<file path="config.mk">
export PLATFORM = sky130hd
export DESIGN_NAME = trace_pattern_gen
export DESIGN_NICKNAME = d
export VERILOG_FILES = /design/src/rtl/trace_pattern_gen.sv
export SDC_FILE = /design/constraint.sdc
export NUM_CORES = 1
export LEC_CHECK = 0
export ABC_CLOCK_PERIOD_IN_PS = 1800
export CAP_MARGIN = 25
export CORE_ASPECT_RATIO = 1.5
export CORE_MARGIN = 1.5
export CORE_UTILIZATION = 53
export DETAILED_ROUTE_END_ITERATION = 12
export PLACE_DENSITY = 0.76
export SLEW_MARGIN = 20
export SYNTH_ARGS = -nofsm -noshare
export SYNTH_HDL_FRONTEND = slang
export SYNTH_SLANG_ARGS = --single-unit
</file>
<file path="constraint.sdc">
create_clock -name clk -period 1.8 [get_ports clk]
set_input_delay 0.18 -clock clk [delete_from_list [all_inputs] [get_ports clk]]
set_output_delay 0.18 -clock clk [all_outputs]
set_load 0.03 [all_outputs]
</file>
<file path="src/rtl/trace_pattern_gen.sv">
// Trace pattern generator: emits one pattern word per DIVISOR-clock slot over an
// active-low valid / active-high ready handshake, counting slots the consumer missed.
module trace_pattern_gen #(
  parameter int          OUTPUT_BUS_WIDTH = 8,
  parameter int          CLOCKFRQ         = 240000000,
  parameter int          DIVISOR          = CLOCKFRQ / 10,
  parameter logic [31:0] LFSR_SEED        = 32'h0000_0001
) (
  input  logic                        clk,
  input  logic                        nRst,
  input  logic                        enable,
  input  logic [1:0]                  mode,
  input  logic                        dReady,
  output logic                        nDValid,
  output logic [OUTPUT_BUS_WIDTH-1:0] dOut,
  output logic [15:0]                 dropCount
);

  localparam int W  = OUTPUT_BUS_WIDTH;
  localparam int CW = $clog2(DIVISOR);
  localparam logic [CW-1:0] CNT_LAST = CW'(DIVISOR - 1);

  typedef enum logic [1:0] {
    S_IDLE    = 2'd0,
    S_WAIT    = 2'd1,
    S_PRESENT = 2'd2
  } state_t;

  state_t        state_q, state_d;
  logic [CW-1:0] cnt_q, cnt_d;
  logic [1:0]    mode_q, mode_d;
  logic [W-1:0]  word_q, word_d;
  logic [31:0]   lfsr_q, lfsr_d;
  logic [W-1:0]  dout_q, dout_d;
  logic          ndv_q, ndv_d;
  logic [15:0]   drop_q, drop_d;
  logic          tick_s;
  logic [CW-1:0] cnt_step_s;
  logic [W-1:0]  cur_word_s;

  function automatic logic [31:0] lfsr_next(input logic [31:0] s);
    lfsr_next = {s[30:0], s[31] ^ s[21] ^ s[1] ^ s[0]};
  endfunction

  function automatic logic [W-1:0] ascii_next(input logic [W-1:0] c);
    logic [W-1:0] n;
    if (c == W'(8'd90)) begin
      n = W'(8'd10);
    end else if (c == W'(8'd10)) begin
      n = W'(8'd13);
    end else if (c == W'(8'd13)) begin
      n = W'(8'd65);
    end else begin
      n = c + W'(1'b1);
    end
    return n;
  endfunction

  function automatic logic [W-1:0] start_word(input logic [1:0] md);
    logic [W-1:0] s;
    case (md)
      2'd0:    s = W'(8'd65);
      2'd3:    s = W'(1'b1);
      default: s = {W{1'b0}};
    endcase
    return s;
  endfunction

  function automatic logic [W-1:0] next_word(input logic [1:0] md, input logic [W-1:0] w);
    logic [W-1:0] n;
    case (md)
      2'd0:    n = ascii_next(w);
      2'd1:    n = w + W'(1'b1);
      2'd3:    n = {w[W-2:0], w[W-1]};
      default: n = w;
    endcase
    return n;
  endfunction

  assign tick_s     = (cnt_q == CNT_LAST);
  assign cnt_step_s = tick_s ? {CW{1'b0}} : cnt_q + CW'(1);
  // PRBS words come straight from the shift register; other modes keep their own word.
  assign cur_word_s = (mode_q == 2'd2) ? lfsr_q[W-1:0] : word_q;

  // Next-state, slot timing, handshake and drop accounting.
  always_comb begin
    state_d = state_q;
    cnt_d   = cnt_q;
    mode_d  = mode_q;
    word_d  = word_q;
    lfsr_d  = lfsr_q;
    dout_d  = dout_q;
    ndv_d   = ndv_q;
    drop_d  = drop_q;
    case (state_q)
      S_IDLE: begin
        ndv_d = 1'b1;
        cnt_d = {CW{1'b0}};
        if (enable) begin
          mode_d  = mode;
          word_d  = start_word(mode);
          lfsr_d  = LFSR_SEED;
          state_d = S_WAIT;
        end else begin
          state_d = S_IDLE;
        end
      end
      S_WAIT: begin
        if (!enable) begin
          state_d = S_IDLE;
          ndv_d   = 1'b1;
          cnt_d   = {CW{1'b0}};
        end else begin
          cnt_d = cnt_step_s;
          if (tick_s) begin
            dout_d  = cur_word_s;
            ndv_d   = 1'b0;
            state_d = S_PRESENT;
          end else begin
            state_d = S_WAIT;
          end
        end
      end
      S_PRESENT: begin
        if (!enable) begin
          state_d = S_IDLE;
          ndv_d   = 1'b1;
          cnt_d   = {CW{1'b0}};
        end else begin
          cnt_d = cnt_step_s;
          // A transfer on a tick edge consumes that slot, so it is never a drop.
          if (dReady) begin
            ndv_d   = 1'b1;
            state_d = S_WAIT;
            if (mode_q == 2'd2) begin
              lfsr_d = lfsr_next(lfsr_q);
            end else begin
              word_d = next_word(mode_q, word_q);
            end
          end else if (tick_s) begin
            if (drop_q != 16'hFFFF) begin
              drop_d = drop_q + 16'd1;
            end else begin
              drop_d = drop_q;
            end
          end else begin
            state_d = S_PRESENT;
          end
        end
      end
      default: begin
        state_d = S_IDLE;
        ndv_d   = 1'b1;
        cnt_d   = {CW{1'b0}};
      end
    endcase
  end

  // State and output registers.
  always_ff @(posedge clk or negedge nRst) begin
    if (!nRst) begin
      state_q <= S_IDLE;
      cnt_q   <= {CW{1'b0}};
      mode_q  <= 2'd0;
      word_q  <= {W{1'b0}};
      lfsr_q  <= LFSR_SEED;
      dout_q  <= {W{1'b0}};
      ndv_q   <= 1'b1;
      drop_q  <= 16'd0;
    end else begin
      state_q <= state_d;
      cnt_q   <= cnt_d;
      mode_q  <= mode_d;
      word_q  <= word_d;
      lfsr_q  <= lfsr_d;
      dout_q  <= dout_d;
      ndv_q   <= ndv_d;
      drop_q  <= drop_d;
    end
  end

  assign nDValid   = ndv_q;
  assign dOut      = dout_q;
  assign dropCount = drop_q;

endmodule

</file>
==> results.yml <==
sta:
  rsz0062_at_grt: "yes"
  fin_tns_setup_ns: -0.204
  skew_ns: 0.00900
  hold_violations: 0
  setup_viol: 4
  max_freq_mhz: 524
  hold_ws_ns: 0.393
  relSlewSlack_pct: 59.9
  finalWorstSetupSlack_ns: -0.108
  final.min_clock_period_ns: 1.91
  period_share_pct: 106
  slew_viol_final: 0
  tightest_slew_ns: 0.601
die:
  die_h_um: 119
  die_w_um: 80.2
  die_area_um2: 9520
  fp.coreArea_um2: 8780
  num_io_pins: 31
  initial_core_util_pct: 54.0
  rows: 42
run_status:
  run_status: "finished, violations left"
  violations: "negative setup slack"
logic_synthesis:
  syn_nets: 528
  syn_area_per_cell_um2: 9.25
  synth_top_cell_by_area: "dfrtp_1"
  synth-seq-cells: 94
  synth_async_sr_flop_share_pct: 100
  syn_inst: 512
  ys.flop_type: "dfrtp_1"
  ys_seq_area_share_pct: 49.7
  synth_edf_count: 0
  netlist.area_leader.share_pct: 48.6
  ys_types: 51
  synthTopCellsByArea: "dfrtp_1 49%, nand2_1 7.9%, xor2_1 5.2%"
  syn_area_um2: 4740
  yosysWarnings: 0
placement:
  placed_cell_area_um2: 5670
  port_buffers: 30
  pre_cts_ws_ns: -0.108
  dp_hpwl_mm: 7.51
  place_congestion: 0.896
  dp_cells: 695
critical_path:
  crit_type: "reg -> reg"
  reg2reg_setup_slack_ns: -0.11
  ff2ff_path_depth: 5
  worstReg2RegStart: "word_q[6]"
  critPathRequiredTime_ns: 2.03
  crit_start: "word_q[6]"
  crit_fanout: 4
  start_kind: "register"
  critPathCaptureType: "register"
  cp.arrival_ns: 2.14
power_and_ir_drop:
  finalPower_mw: 4.33
  leakage_nw: 2.73
  p_per_area_nw_per_um2: 701
  peakVddDrop_mv: 0.709
global_routing:
  grt_use_total_pct: 24.6
  grt-ovfl-total: 0
  grt_pass1_vias: 3997
  grt_pass1_wl_mm: 18.2
  grt_antenna_before_repair: 0
  grt_max_degree: 44
route:
  antenna_left: 0
  vias: 3967
  drtIter0Drc: 301
  drt_pre_antenna_iters: 4
  viasPerCell: 5.53
  wire_per_inst_um: 15.4
  wl_mm: 11.0
  remaining_drc_errors: 0
cells_and_area:
  drive_gt1_share_pct: 24.4
  final_cells: 717
  finish.utilization_pct: 70.4
  area_growth_pct: 30.5
  nets: 618
  final.fill_count: 640
  postLayoutCellArea_um2: 6180
  antenna-diode-count: 0
clock_tree:
  cts_buffer_depth: 2
  h-tree-depth: 3
  clkLatencyLatePin_ns: 0.35
  cts_sinks: 94
  clk_pin_slew_ns: 0.07
  root_buffer: "clkbuf_16"
  numCtsBuffers: 9
  tritoncts: "built"
min_path:
  min_path_type: "in -> async"
flow_run:
  drv_cap: 0
==> cells in the mapped netlist, types with 5 or more instances <==
master	n
nand3_1	22
nor3_1	7
mux2i_1	10
buf_2	6
and4_1	5
nand4_1	12
nand2_1	100
xor2_1	28
and3_1	8
o21ai_0	37
ha_1	10
dfrtp_1	92
a21oi_1	14
xnor2_1	12
o21ai_1	15
nor2_1	47
inv_1	12
clkbuf_1	18
==> power breakdown <==
group	switching [mW]	total [mW]	leakage [nW]	internal, mW
clock	0.850	1.84	0.134	0.993
sequential	0.0238	2.15	1.27	2.13
combinational	0.200	0.340	1.33	0.140
==> layout make-up <==
class                           instances  area [um^2]  share of cell area [%]
Sequential cell                        94         2370                    38.3
Tap cell                              110          138                    2.23
Timing Repair Buffer                  104          921                    14.9
Clock inverter                          5         43.8                   0.709
Inverter                               13         50.0                   0.810
Multi-Input combinational cell        380         2420                    39.1
Clock buffer                           11          243                    3.93
==> final timing paths <==
path / to
worst min-delay path: word_q[4]
worst max-delay path: word_q[4]
worst max register to register: word_q[4]
min in group clk: mode_q[0]
max in group asynchronous: lfsr_q[0]
worst min register to register: lfsr_q[26]
==> cells by family after synthesis <==
| logic type | count (synthesis) | share of synthesized area, % |
|---|---|---|
| AND/OR/NAND/NOR | 229 | 23.0 |
| flip-flops | 94 | 49.7 |
| AO/OA/AOI/OAI | 89 | 11.4 |
| XOR/XNOR | 40 | 7.40 |
| buffers and inverters | 38 | 3.33 |
| multiplexers | 12 | 2.59 |
| adder cells (fa/ha/maj) | 10 | 2.64 |
==> per-layer routing <==
metal / vias up / wire length [um] / GRT usage (%)
li1: 1924 / - / -
met1: 1961 / 4360 / 27.3
met2: 59 / 6130 / 44.6
met3: 23 / 245 / 2.78
met4: 0 / 272 / 12.8
met5: - / 0 / 0
==> timing repair <==
action,4_1_cts,5_1_grt
endpoints found under the setup margin,14,64
pin swaps,7,20
resized for setup,11,30
endpoints found under the hold margin,38,0
setup buffers,2,3
hold buffers,1,0
==> cell usage in the layout, fill, tap and decap left out, types with 3 or more instances in the layout <==
cell type        synthesis  final
nand2_2                  0      3
o21ai_1                 15     15
a22o_1                   4      4
and2_1                   4      4
ha_1                    10      8
dfrtp_2                  0     12
o211ai_1                 4      4
o21ai_0                 37     37
a21oi_1                 14     13
nor3_2                   0      3
nor2_1                  47     38
a21o_1                   4      4
inv_2                    0      3
nand2b_1                 4      4
mux2i_1                 10     10
xnor2_1                 12     12
nand2_1                100     97
xor2_1                  28     28
buf_12                   0      4
nor2_4                   0      8
inv_1                   12      9
clkbuf_16                0      9
nand3_1                 22     20
and4_1                   5      4
dfrtp_1                 92     80
buf_4                    0     67
nand4_1                 12     12
and3_1                   8      8
nor3_1                   7      4
clkdlybuf4s50_1          0     29
==> critical path, cell delays in order, from the launching register on <==
cell and delay (ns):
dfrtp_1 0.39, or4_4 0.58, or3b_4 0.41, a21o_1 0.20, o211ai_1 0.11, nand2_1 0.10
==> flip-flops by register name, summed over array words and instances (netlist names) <==
| name | count |
|---|---|
| cnt_q | 25 |
| dOut | 8 |
| dropCount | 16 |
| lfsr_q | 32 |
| mode_q | 2 |
| nDValid | 1 |
| state_q | 2 |
| word_q | 8 |
Note: power is estimated with default switching activity, not from simulation.
